`src/rtl/glb_seq_pkg.sv`:
```
// Shared types and helpers for the global-buffer job sequencer.
package glb_seq_pkg;

    localparam int BUFFER_SIZE_DEF = 512;
    localparam int NUM_COL_DEF     = 8;
    localparam int AW              = $clog2(BUFFER_SIZE_DEF);
    localparam int IDW             = $clog2(NUM_COL_DEF) + 1;

    typedef enum logic [2:0] {
        WAIT_RST,
        IDLE,
        LOAD_FLTR,
        LOAD_IFMAP,
        DRAIN_FLTR,
        DRAIN_IFMAP,
        DONE
    } glb_seq_state_e;

    function automatic logic [31:0] sat_len(input logic [31:0] len, input logic [31:0] max_len);
        return (len > max_len) ? max_len : len;
    endfunction

endpackage

```
`src/rtl/glb_seq_beat_cnt.sv`:
```
// Down-counter of remaining beats in the current phase; reloaded at every phase change.
module glb_seq_beat_cnt #(
    parameter int W = 10
) (
    input  logic         bus_clk,
    input  logic         rstn,
    input  logic         i_load,
    input  logic [W-1:0] i_load_val,
    input  logic         i_en,
    output logic         o_last
);

    logic [W-1:0] r_cnt;

    always_ff @(posedge bus_clk or negedge rstn) begin
        if (!rstn) begin
            r_cnt <= '0;
        end else if (i_load) begin
            r_cnt <= i_load_val;
        end else if (i_en && (r_cnt != '0)) begin
            r_cnt <= r_cnt - 1'b1;
        end
    end

    assign o_last = (r_cnt == W'(1));

endmodule

```
`src/rtl/glb_seq_ctrl.sv`:
```
// Job sequencer: loads filter then ifmap words into the global buffer, then drains both to the PE array.
// Optional performance counters are enabled with GLB_SEQ_PERF_EN.
module glb_seq_ctrl
    import glb_seq_pkg::*;
#(
    parameter int DATA_WIDTH  = 16,
    parameter int NUM_COL     = NUM_COL_DEF,
    parameter int BUFFER_SIZE = BUFFER_SIZE_DEF
) (
    input  logic                                      bus_clk,
    input  logic                                      rstn,
    input  logic                                      cfg_valid,
    output logic                                      cfg_ready,
    input  logic [$clog2(BUFFER_SIZE):0]              cfg_fltr_len,
    input  logic [$clog2(BUFFER_SIZE):0]              cfg_ifmap_len,
    input  logic [7:0]                                cfg_kernel_size,
    input  logic                                      s_valid,
    output logic                                      s_ready,
    input  logic [DATA_WIDTH+$clog2(NUM_COL):0]       s_data,
    input  logic                                      pe_ready,
    input  logic                                      glb_ram_rst_busy,
    input  logic                                      glb_full,
    output logic                                      glb_load_ifmap,
    output logic                                      glb_load_fltr,
    output logic [$clog2(BUFFER_SIZE)-1:0]            glb_addr_in,
    output logic [$clog2(BUFFER_SIZE)-1:0]            glb_fltr_addr_in,
    output logic [DATA_WIDTH+$clog2(NUM_COL):0]       glb_data_in,
    output logic [DATA_WIDTH-1:0]                     glb_fltr_data_in,
    output logic [7:0]                                glb_kernel_size,
    output logic                                      glb_start,
    output logic                                      glb_flush_kernel,
    output logic                                      glb_flush_tag,
    output logic                                      busy,
    output logic                                      done,
    output logic                                      err_overflow
`ifdef GLB_SEQ_PERF_EN
    ,
    output logic [31:0]                               perf_stall_cycles,
    output logic [31:0]                               perf_job_cycles
`endif
);

    localparam int LAW = $clog2(BUFFER_SIZE);
    localparam int LW  = LAW + 1;
    localparam int SW  = DATA_WIDTH + $clog2(NUM_COL) + 1;
    localparam logic [31:0] MAX_LEN = 32'(BUFFER_SIZE);

    glb_seq_state_e r_state, w_state_next;

    logic [LW-1:0]         r_fltr_len, r_ifmap_len;
    logic [LW-1:0]         w_fltr_sat, w_ifmap_sat;
    logic [LAW-1:0]        r_wfl, r_wif;
    logic [7:0]            r_kernel_size;
    logic                  r_load_fltr, r_load_ifmap;
    logic [LAW-1:0]        r_fltr_addr, r_ifmap_addr;
    logic [DATA_WIDTH-1:0] r_fltr_data;
    logic [SW-1:0]         r_ifmap_data;
    logic                  r_err_overflow;

    logic          w_cfg_hs, w_fl_wr, w_if_wr, w_beat;
    logic          w_cnt_load, w_cnt_last;
    logic [LW-1:0] w_cnt_load_val;

    assign w_fltr_sat  = LW'(sat_len(32'(cfg_fltr_len), MAX_LEN));
    assign w_ifmap_sat = LW'(sat_len(32'(cfg_ifmap_len), MAX_LEN));
    assign w_cfg_hs    = (r_state == IDLE) && cfg_valid;
    assign w_fl_wr     = (r_state == LOAD_FLTR) && s_valid;
    assign w_if_wr     = (r_state == LOAD_IFMAP) && s_valid && !glb_full;

    // Each phase end picks the next non-empty phase directly, so empty phases cost no cycle.
    always_comb begin
        w_state_next     = r_state;
        w_cnt_load       = 1'b0;
        w_cnt_load_val   = '0;
        w_beat           = 1'b0;
        cfg_ready        = 1'b0;
        s_ready          = 1'b0;
        glb_flush_kernel = 1'b0;
        glb_start        = 1'b0;
        glb_flush_tag    = 1'b0;
        case (r_state)
            WAIT_RST: begin
                if (!glb_ram_rst_busy) w_state_next = IDLE;
            end
            IDLE: begin
                cfg_ready = 1'b1;
                if (cfg_valid) begin
                    w_cnt_load = 1'b1;
                    if (w_fltr_sat != '0) begin
                        w_state_next   = LOAD_FLTR;
                        w_cnt_load_val = w_fltr_sat;
                    end else if (w_ifmap_sat != '0) begin
                        w_state_next   = LOAD_IFMAP;
                        w_cnt_load_val = w_ifmap_sat;
                    end else begin
                        w_state_next   = DONE;
                    end
                end
            end
            LOAD_FLTR: begin
                s_ready = 1'b1;
                w_beat  = w_fl_wr;
                if (w_fl_wr && w_cnt_last) begin
                    w_cnt_load = 1'b1;
                    if (r_ifmap_len != '0) begin
                        w_state_next   = LOAD_IFMAP;
                        w_cnt_load_val = r_ifmap_len;
                    end else begin
                        w_state_next   = DRAIN_FLTR;
                        w_cnt_load_val = r_fltr_len;
                    end
                end
            end
            LOAD_IFMAP: begin
                s_ready = !glb_full;
                w_beat  = w_if_wr;
                if (w_if_wr && w_cnt_last) begin
                    w_cnt_load = 1'b1;
                    if (r_fltr_len != '0) begin
                        w_state_next   = DRAIN_FLTR;
                        w_cnt_load_val = r_fltr_len;
                    end else begin
                        w_state_next   = DRAIN_IFMAP;
                        w_cnt_load_val = r_ifmap_len;
                    end
                end
            end
            DRAIN_FLTR: begin
                glb_flush_kernel = pe_ready;
                w_beat           = pe_ready;
                if (pe_ready && w_cnt_last) begin
                    w_cnt_load = 1'b1;
                    if (r_ifmap_len != '0) begin
                        w_state_next   = DRAIN_IFMAP;
                        w_cnt_load_val = r_ifmap_len;
                    end else begin
                        w_state_next   = DONE;
                    end
                end
            end
            DRAIN_IFMAP: begin
                glb_start     = pe_ready;
                glb_flush_tag = pe_ready;
                w_beat        = pe_ready;
                if (pe_ready && w_cnt_last) w_state_next = DONE;
            end
            DONE: begin
                w_state_next = IDLE;
            end
            default: begin
                w_state_next = WAIT_RST;
            end
        endcase
    end

    glb_seq_beat_cnt #(
        .W(LW)
    ) u_beat_cnt (
        .bus_clk    (bus_clk),
        .rstn       (rstn),
        .i_load     (w_cnt_load),
        .i_load_val (w_cnt_load_val),
        .i_en       (w_beat),
        .o_last     (w_cnt_last)
    );

    // Write pointers free-run across jobs to stay aligned with the buffer's read pointers.
    always_ff @(posedge bus_clk or negedge rstn) begin
        if (!rstn) begin
            r_state        <= WAIT_RST;
            r_fltr_len     <= '0;
            r_ifmap_len    <= '0;
            r_kernel_size  <= '0;
            r_wfl          <= '0;
            r_wif          <= '0;
            r_load_fltr    <= 1'b0;
            r_load_ifmap   <= 1'b0;
            r_fltr_addr    <= '0;
            r_ifmap_addr   <= '0;
            r_fltr_data    <= '0;
            r_ifmap_data   <= '0;
            r_err_overflow <= 1'b0;
        end else begin
            r_state      <= w_state_next;
            r_load_fltr  <= w_fl_wr;
            r_load_ifmap <= w_if_wr;
            if (w_cfg_hs) begin
                r_fltr_len    <= w_fltr_sat;
                r_ifmap_len   <= w_ifmap_sat;
                r_kernel_size <= cfg_kernel_size;
            end
            if (w_fl_wr) begin
                r_fltr_addr <= r_wfl;
                r_fltr_data <= s_data[DATA_WIDTH-1:0];
                r_wfl       <= (r_wfl == LAW'(BUFFER_SIZE - 1)) ? '0 : r_wfl + 1'b1;
            end
            if (w_if_wr) begin
                r_ifmap_addr <= r_wif;
                r_ifmap_data <= s_data;
                r_wif        <= (r_wif == LAW'(BUFFER_SIZE - 1)) ? '0 : r_wif + 1'b1;
            end
            if ((r_state == LOAD_IFMAP) && s_valid && glb_full) r_err_overflow <= 1'b1;
        end
    end

    assign glb_load_fltr    = r_load_fltr;
    assign glb_load_ifmap   = r_load_ifmap;
    assign glb_fltr_addr_in = r_fltr_addr;
    assign glb_addr_in      = r_ifmap_addr;
    assign glb_fltr_data_in = r_fltr_data;
    assign glb_data_in      = r_ifmap_data;
    assign glb_kernel_size  = r_kernel_size;
    assign err_overflow     = r_err_overflow;
    assign busy             = (r_state != IDLE) && (r_state != WAIT_RST);
    assign done             = (r_state == DONE);

`ifdef GLB_SEQ_PERF_EN
    logic [31:0] r_perf_stall, r_perf_job;

    always_ff @(posedge bus_clk or negedge rstn) begin
        if (!rstn) begin
            r_perf_stall <= '0;
            r_perf_job   <= '0;
        end else if (w_cfg_hs) begin
            r_perf_stall <= '0;
            r_perf_job   <= '0;
        end else begin
            if (((r_state == DRAIN_FLTR) || (r_state == DRAIN_IFMAP)) && !pe_ready && (r_perf_stall != '1))
                r_perf_stall <= r_perf_stall + 1'b1;
            if (busy && (r_perf_job != '1))
                r_perf_job <= r_perf_job + 1'b1;
        end
    end

    assign perf_stall_cycles = r_perf_stall;
    assign perf_job_cycles   = r_perf_job;
`endif

endmodule
```
`config.mk`:
```
export PLATFORM = sky130hd
export DESIGN_NAME = glb_seq_ctrl
export DESIGN_NICKNAME = d
export VERILOG_FILES = /design/src/rtl/glb_seq_pkg.sv /design/src/rtl/glb_seq_beat_cnt.sv /design/src/rtl/glb_seq_ctrl.sv
export SDC_FILE = /design/constraint.sdc
export NUM_CORES = 1
export LEC_CHECK = 0
export BUFFER_PORTS_ARGS = -buffer_cell sky130_fd_sc_hd__buf_2
export CORE_MARGIN = 2
export CORE_UTILIZATION = 38
export DETAILED_ROUTE_END_ITERATION = 10
export HOLD_SLACK_MARGIN = 0.08
export PLACE_DENSITY = 0.58
export SLEW_MARGIN = 20
export SYNTH_ARGS = -nofsm -noshare
export SYNTH_HDL_FRONTEND = slang
export SYNTH_SLANG_ARGS = --single-unit
```
`constraint.sdc`:
```
create_clock -name bus_clk -period 5.8 [get_ports bus_clk]
set_clock_uncertainty 0.1 [all_clocks]
set_input_delay 0 -clock bus_clk [delete_from_list [all_inputs] [get_ports bus_clk]]
set_output_delay 0 -clock bus_clk [all_outputs]
set_load 0.005 [all_outputs]
```
Word-level counts from Yosys, hierarchy flattened --
Cells that the tools add are included.
Operators by class: mux-type cells 38, $add $sub $neg 3, reductions and logical operators 21, eq/ne operators 16, $lt $le $gt $ge 2
Operators by type and width (number):
- two-way mux 10 bit | 13
- nonzero test 10 bit | 5
- case mux 10 bit (4 select lines) | 1
- two-way mux 3 bit | 9
- case mux 3 bit (7 select lines) | 1
- > comparator 10 bit (second input constant) | 2
- adder 9 x 1 -> 9 bit (second input constant) | 2
- equality test 9 bit (second input constant) | 2
- two-way mux 9 bit | 2
- equality test 10 x 1 -> 1 bit (second input constant) | 1
- logical AND 1 bit | 10
- subtractor 10 x 1 -> 10 bit (second input constant) | 1
- equality test 3 bit (second input constant) | 3
- two-way mux 1 bit | 8
- inequality test 2 bit (second input constant) | 4
- equality test 3 x 2 -> 1 bit (second input constant) | 2
- AND reduction 6 bit | 1
- inequality test 2 x 1 -> 1 bit (second input constant) | 2
- case mux 1 bit (4 select lines) | 1
- equality test 3 x 1 -> 1 bit (second input constant) | 1
- logical NOT 3 bit | 1
- inequality test 3 x 1 -> 1 bit (second input constant) | 1
- case mux 1 bit (3 select lines) | 1
- nonzero test 3 bit | 1
- other kinds (5) | 5
Storage, ports and cells: bits of input ports 55, flip-flop bits (word level) 116, output and inout bits 72, word-level logic and storage cells 94

Depth between registers and ports, before layout --
Gate-level depths: netlist (run 1).
depth in word-level cells 8, depth in mapped cells 11, gate-level depth less buffers 8

Cells and area by module --
A second synthesis (run 1) with hierarchy kept.
Second synthesis, totals: cell total of the unflattened synthesis 576, area total of the unflattened synthesis 5524.0 um2
By module, submodules not included:
- glb_seq_ctrl | area each 4870.9 um2, times used 1, cells each 504, sequential area each 2652.5 um2
- glb_seq_beat_cnt | area each 653.1 um2, times used 1, cells each 72, sequential area each 250.2 um2

Worst setup path after synthesis (run 1) --
No wires, ideal clock.
kind reg2reg, start point reg u_beat_cnt.r_cnt[1], end point reg u_beat_cnt.r_cnt[7], stages on the path, launching flop included 9, setup time 0.131 ns, path buffers 1, slack 3.465 ns, period minus slack after synthesis 2.335 ns, arrival time 2.104 ns, cells stage by stage dfrtp_1 > inv_1 > ha_1 > or3b_2 > or4_4 > o21a_1 > buf_6 > a221oi_2 > a22oi_1
On the way: cells in the longest elaborated chain, start to end 5, elaborated cells between the ends (all ways) 18, classes of those cells add/sub: 1; eq/ne: 1; mux: 10; reduce/logical: 6
Ends and longest elaborated chain:
- from (decl) | line glb_seq_beat_cnt.sv:13 | logic [W-1:0] r_cnt;
- from (signal assigned) | line glb_seq_beat_cnt.sv:19 | r_cnt <= i_load_val;
- from (signal assigned) | line glb_seq_beat_cnt.sv:21 | r_cnt <= r_cnt - 1'b1;
- parallel branches: the longest is 5 deep, another holds subtractor 10 x 1 -> 10 bit
Parallel ways; which one is timed is not known. The select of a mux whose other input is x is not followed. A chain may end at the register's enable or synchronous reset.

Worst setup path after layout (run 1) --
start point reg r_state[0], end point reg u_beat_cnt.r_cnt[5]
On the way: cells in the longest elaborated chain, start to end 7, elaborated cells between the ends (all ways) 21, classes of those cells eq/ne: 5; mux: 8; reduce/logical: 8
Ends and longest elaborated chain:
- from (decl) | line glb_seq_ctrl.sv:48 | glb_seq_state_e r_state, w_state_next;
- from (signal assigned) | line glb_seq_ctrl.sv:184 | r_state <= w_state_next;
- equality test 3 x 2 -> 1 bit | line glb_seq_ctrl.sv:68, glb_seq_ctrl.sv:81
- logical AND 1 bit (2 in a row) | line glb_seq_ctrl.sv:68 | assign w_if_wr = (r_state == LOAD_IFMAP) && s_valid && !glb_full;
- logical AND 1 bit | line glb_seq_ctrl.sv:117 | if (w_if_wr && w_cnt_last) begin
- two-way mux 10 bit or two-way mux 1 bit (tied branches) | line glb_seq_ctrl.sv:117
- case mux 10 bit (4 select lines) or case mux 1 bit (4 select lines) (tied branches) | line glb_seq_ctrl.sv:81 | case (r_state)
- two-way mux 10 bit or nonzero test 2 bit (tied branches)
Several ways; a longest one is shown, not always the timed one.

==> flow_metrics.tcl, run 1 <==
set metrics [dict create \
    status "finished clean" \
    grt.total_usage 0.1988 \
    critPathMaxFanout 34 \
    placedCellCount 893 \
    cts_buffers 17 \
    seq_area_um2 2903 \
    insertion_delay_ps 420 \
    place_area_um2 6325 \
    finalWirelength_um 15030 \
    r2r_cells 8 \
    cts_root_buf "clkbuf_16" \
    synthDistinctLibCells 60 \
    rsz0062_at_grt "no" \
    hpwl_um 10090 \
    synth_cells 611 \
    cap_violations 0 \
    fin_util 0.5239 \
    peakVddDrop_uv 289.8 \
    drc 0 \
    power.total_mw 3.336 \
    syn2layout_area_growth_pct 35.24 \
    ioPinCount 127 \
    synth-warning-count 0 \
    power_density_nw_per_um2 441.4 \
    htreeDepth 4 \
    clk_path_buf_depth 2 \
    startpoint_type "flop" \
    timing.rr.start "r_state[0]$_DFFE_PN0P_" \
    synth_edf_count 0 \
    slew_viol_final 0 \
    die_w_um 125.3 \
    fin_cells 989 \
    crit_type "flop to flop" \
    worst_slack_ps 2558 \
    fmax_mhz 308.5 \
    wire_per_inst_um 15.20 \
    coreArea_um2 14420 \
    diodes 0 \
    critPathRequiredTime_ps 5980 \
    ys_seq_area_frac 0.5195 \
    hold_ws_ps 107.1 \
    grt_max_degree 61 \
    slew_headroom 0.3332 \
    layout-drive-gt1-share 0.2398 \
    final_nets 856 \
    rrSetupSlack_ps 2560 \
    grt_pass1_wl_um 25150 \
    synth_top_cell_by_area "dfrtp_1" \
    vias_per_cell 5.114 \
    die-area_um2 15690 \
    cts_resized 0 \
    setup_viol 0 \
    fin_crit_sh 0.5590 \
    portBuffers 126 \
    async_flop_share 1.000 \
    fin_crit_ps 3242 \
    synth_nets 675 \
    finalSetupTns_ps 0 \
    place_ws_ps 2577 \
    core.rowCount 44 \
    synth_ff_type "dfrtp_1" \
    multi_input_area_um2 2491 \
    nFillCells 1324 \
    place.gp.congestion 0.8331 \
    antenna_left 0 \
    synth_area_um2 5588 \
    hold_viol_final 0 \
    grt_pass1_vias 4972 \
    ys_ff_latch 116 \
    cts_tree "built" \
    antenna_found_initial 0 \
    r2r_end "u_beat_cnt.r_cnt[5]$_DFFE_PN0P_" \
    yosys.area.top_type_share 0.5195 \
    cp.arrival_ps 3420 \
    cp-end-kind "flop" \
    first_pass_iters 4 \
    hold_path.class "input port to asynchronous set/reset pin" \
    p_leak_nw 3.760 \
    final_area_um2 7557 \
    clkTransAtPathRegs_ps 60 \
    vias 5058 \
    syn_avg_cell_area_um2 9.145 \
    die_h_um 125.3 \
    startpoint "r_state[0]$_DFFE_PN0P_" \
    start_util 0.3874 \
    ys_top_cells_by_area "dfrtp_1 52%, nand2_1 14%, o21ai_0 3.9%" \
    overflow 0 \
    worstMarginPinSlew_ps 999.2 \
    drt_first_iter_violations 298 \
    cts.sinks 116 \
]
-- kinds of logic (layout without fill, tap and decap cells) --
family / count (synthesis) / count (layout) / share of synthesized area
fa+ha+maj: 9 / 9 / 0.02015
xor+xnor: 7 / 7 / 0.01097
flops: 116 / 116 / 0.5195
mux: 9 / 9 / 0.01814
buf+inv: 42 / 236 / 0.03560
simple gates: 321 / 321 / 0.2656
compound gates: 107 / 107 / 0.1301
-- critical path: stages, from the launching register on --
cell and delay (ps):
dfrtp_1 600, nand4bb_1 190, buf_4 350, inv_1 520
or2_1 430, a31o_2 230, and2_2 250, a221oi_1 270
a22oi_1 130
-- cells in the mapped netlist (all sizes together), types with 3 or more instances --
| master | n |
|---|---|
| nand4 | 3 |
| a211oi | 4 |
| mux2 | 9 |
| nor2 | 23 |
| nand3 | 5 |
| ha | 9 |
| inv | 10 |
| nor3 | 11 |
| xnor2 | 6 |
| nand2 | 210 |
| or3 | 7 |
| clkbuf | 20 |
| or2 | 5 |
| dfrtp | 116 |
| or4 | 9 |
| a22oi | 5 |
| o21ai | 45 |
| a221oi | 7 |
| nand2b | 16 |
| and3 | 14 |
| buf | 12 |
| nor4 | 7 |
| a32oi | 3 |
| a21oi | 13 |
| a31oi | 3 |
| o211ai | 3 |
| a22o | 10 |
-- placed cells by master, fill, tap and decap left out, types with 3 or more instances in the layout --
cell           count
a31oi_1            3
clkbuf_16         17
a221oi_1           4
xnor2_1            6
a32oi_1            3
nand4_1            3
dfrtp_1          116
or4_1              7
mux2_2             9
a22o_1            10
a21oi_1           13
clkinv_4           3
nand2_1          210
or3_1              6
or2_2              4
buf_4              5
clkbuf_8           5
clkinvlp_4         3
nor2_1            23
a211oi_1           4
nor4_1             5
and3_1            14
nand2b_1          16
buf_2            125
a221oi_2           3
nand3_1            5
nor3_1            11
dlygate4sd3_1     64
o21ai_0           43
a22oi_1            5
inv_1             10
ha_1               9
-- metal layers --
layer	global-route usage	wire, µm	vias to the layer above
met4	0.08235	331	0
met1	0.2685	7113	2421
met5	0	0	-
met2	0.3059	6725	155
li1	-	-	2463
met3	0.05135	860	19
-- how the worst max path moves through the flow --
stage	to	slack, ps	cells after the start
2_1_floorplan	u_beat_cnt.r_cnt[7]$_DFFE_PN0P_	3470	8
4_1_cts	u_beat_cnt.r_cnt[8]$_DFFE_PN0P_	2550	8
5_1_grt	u_beat_cnt.r_cnt[9]$_DFFE_PN0P_	2200	8
6_report	u_beat_cnt.r_cnt[5]$_DFFE_PN0P_	2560	8
3_5_place_dp	u_beat_cnt.r_cnt[8]$_DFFE_PN0P_	2580	8
3_3_place_gp	u_beat_cnt.r_cnt[5]$_DFFE_PN0P_	2680	8
-- where the power goes --
group	internal, mW	total, mW	switching [mW]
sequential	1.10	1.34	0.239
combinational	0.454	0.977	0.523
clock	0.646	1.02	0.376
total	2.20	3.34	1.14
-- repair_timing --
item,in CTS,in global routing
endpoints found under the hold margin,138,0
setup endpoints to repair,0,0
hold buffers,64,0
buffers inserted,0,0
-- registers in the layout, summed over array words and instances (netlist names) --
| signal | flops |
|---|---|
| err_overflow | 1 |
| glb_addr_in | 9 |
| glb_data_in | 20 |
| glb_fltr_addr_in | 9 |
| glb_fltr_data_in | 16 |
| glb_kernel_size | 8 |
| glb_load_fltr | 1 |
| glb_load_ifmap | 1 |
| r_fltr_len | 10 |
| r_ifmap_len | 10 |
| r_state | 3 |
| r_wfl | 9 |
| r_wif | 9 |
| u_beat_cnt.r_cnt | 10 |
-- cell type report --
| cell class | instances | share of cell area |
|---|---|---|
| inverters | 10 | 0.004967 |
| clock inverters | 10 | 0.01291 |
| repair buffers | 194 | 0.1725 |
| clock buffers | 22 | 0.06540 |
| well taps | 184 | 0.03046 |
| flip-flops and latches | 116 | 0.3841 |
| multi-input cells | 453 | 0.3296 |
(Power assumes the default switching activity.)
==> run 2, diff against run 1 <==
- clock period: 5.8 -> 3.3 ns (I/O delays scaled with it)
==> run 2 against run 1 <==
Effect of this change: clock power is 77% higher; first-iteration DRC count is 17% higher; worst setup slack worse by 1900 ps; sequential power is 75% higher; worst hold slack worse by 4.9 ps; power is 77% higher; design area is 0.60% higher; sequential cell count stayed put; via count is 0.42% higher; die area stayed put; critical path depth is 1 lower; combinational power is 78% higher.
==> flow_metrics.tcl, run 2 (synthesis gave the netlist of run 1 again) <==
set metrics [dict create \
    coreArea_um2 14420 \
    rrSetupSlack_ps 680 \
    peakVddDrop_uv 375.0 \
    worstMarginPinSlew_ps 846.5 \
    grt_pass1_vias 4996 \
    final_common_cell "nand2_1" \
    grt_use_met2 0.3133 \
    cp-end-kind "flop" \
    hpwl_um 10280 \
    hold_viol_final 0 \
    hold_path.class "input port to asynchronous set/reset pin" \
    cts_resized 0 \
    wire_per_inst_um 15.29 \
    final_cell_mix "210 x nand2_1, 125 x buf_2, 116 x dfrtp_1, 65 x dlygate4sd3_1, 43 x o21ai_0" \
    start_util 0.3874 \
    place.gp.congestion 0.8455 \
    hold_ws_ps 102.2 \
    cp.arrival_ps 2790 \
    final_nets 862 \
    die-area_um2 15690 \
    critPathRequiredTime_ps 3470 \
    first_pass_iters 5 \
    max_stage_delay_ps 490 \
    cts_buffers 17 \
    path_cells "inv_1 -> ha_1 -> or3b_2 -> or4_4 -> o21a_1 -> a221oi_1 -> a22oi_1" \
    timing.rr.start "u_beat_cnt.r_cnt[1]$_DFFE_PN0P_" \
    r2r_cells 7 \
    critPathMaxFanout 11 \
    syn2layout_area_growth_pct 36.05 \
    core.rowCount 44 \
    startpoint_type "flop" \
    drc 0 \
    power_density_nw_per_um2 774.5 \
    grt.total_usage 0.1975 \
    clk_path_buf_depth 2 \
    htreeDepth 4 \
    antenna_found_initial 0 \
    cts_tree "built" \
    drt_first_iter_violations 349 \
    die_w_um 125.3 \
    ioPinCount 127 \
    cts.sinks 116 \
    nFillCells 1327 \
    r2r_end "u_beat_cnt.r_cnt[5]$_DFFE_PN0P_" \
    worst_slack_ps 675.1 \
    clkTransAtPathRegs_ps 50 \
    grt_pass1_wl_um 25160 \
    cts_root_buf "clkbuf_16" \
    cp_num_buf_inv 1 \
    place_ws_ps 711.7 \
    setup_viol 0 \
    slew_viol_final 0 \
    fin_crit_ps 2625 \
    cts_hold_buf 65 \
    slew_headroom 0.4304 \
    p_leak_nw 3.786 \
    grt.busiest_layer "met2" \
    use_met3 0.04493 \
    cts_setup_buffers 0 \
    portBuffers 126 \
    crit_type "flop to flop" \
    antenna_left 0 \
    finalSetupTns_ps 0 \
    vias_per_cell 5.105 \
    critPathSlowestCell "or3b_2" \
    status "finished clean" \
    fin_crit_sh 0.7954 \
    overflow 0 \
    fmax_mhz 381.0 \
    grt_use_met1 0.2668 \
    insertion_delay_ps 410 \
    startpoint "u_beat_cnt.r_cnt[1]$_DFFE_PN0P_" \
    rsz0062_at_grt "no" \
    cap_violations 0 \
    critPathTopFamily "simple AND/OR/NAND/NOR gates" \
    largest_reg_flops 20 \
    vias 5079 \
    grt_max_degree 81 \
    layout-drive-gt1-share 0.2429 \
    diodes 0 \
    die_h_um 125.3 \
    finalWirelength_um 15210 \
]
## run 2: worst max path at each step
stage | endpoint | slack [ps] | cells past startpoint
2_1_floorplan | u_beat_cnt.r_cnt[7]$_DFFE_PN0P_ | 970 | 8
3_3_place_gp | u_beat_cnt.r_cnt[5]$_DFFE_PN0P_ | 780 | 7
3_5_place_dp | u_beat_cnt.r_cnt[5]$_DFFE_PN0P_ | 710 | 7
4_1_cts | u_beat_cnt.r_cnt[5]$_DFFE_PN0P_ | 690 | 7
5_1_grt | u_beat_cnt.r_cnt[5]$_DFFE_PN0P_ | 500 | 7
6_report | u_beat_cnt.r_cnt[5]$_DFFE_PN0P_ | 680 | 7
## run 2: layer usage
| layer | vias up | wire [µm] |
|---|---|---|
| li1 | 2471 | - |
| met1 | 2400 | 7155 |
| met2 | 183 | 6940 |
| met3 | 25 | 847 |
| met4 | 0 | 269 |
| met5 | - | 0 |
## run 2: report_power, final
part | switching [mW] | leakage, nW | total [mW] | internal (mW)
clock | 0.663 | 0.283 | 1.81 | 1.15
sequential | 0.409 | 1.49 | 2.34 | 1.93
combinational | 0.918 | 2.01 | 1.74 | 0.819
total | 1.99 | 3.79 | 5.89 | 3.90
## run 2: final cells by class
class	count	area, µm²	area share
Clock buffer	20	456.7	0.06007
Clock inverter	12	128.9	0.01695
Inverter	10	37.54	0.004937
Multi-Input combinational cell	453	2491	0.3277
Sequential cell	116	2903	0.3818
Tap cell	184	230.2	0.03028
Timing Repair Buffer	200	1355	0.1782
## run 2: through the flow
step	area (µm²)	instances	power, mW	utilization
final	7602	995	5.888	0.5271
after global routing	7602	995	6.314	0.5271
after CTS	7599	995	5.938	0.5268
after detailed placement	6362	898	4.036	0.4411
after global placement	6362	898	3.977	0.4411
after floorplan	5588	611	3.350	-
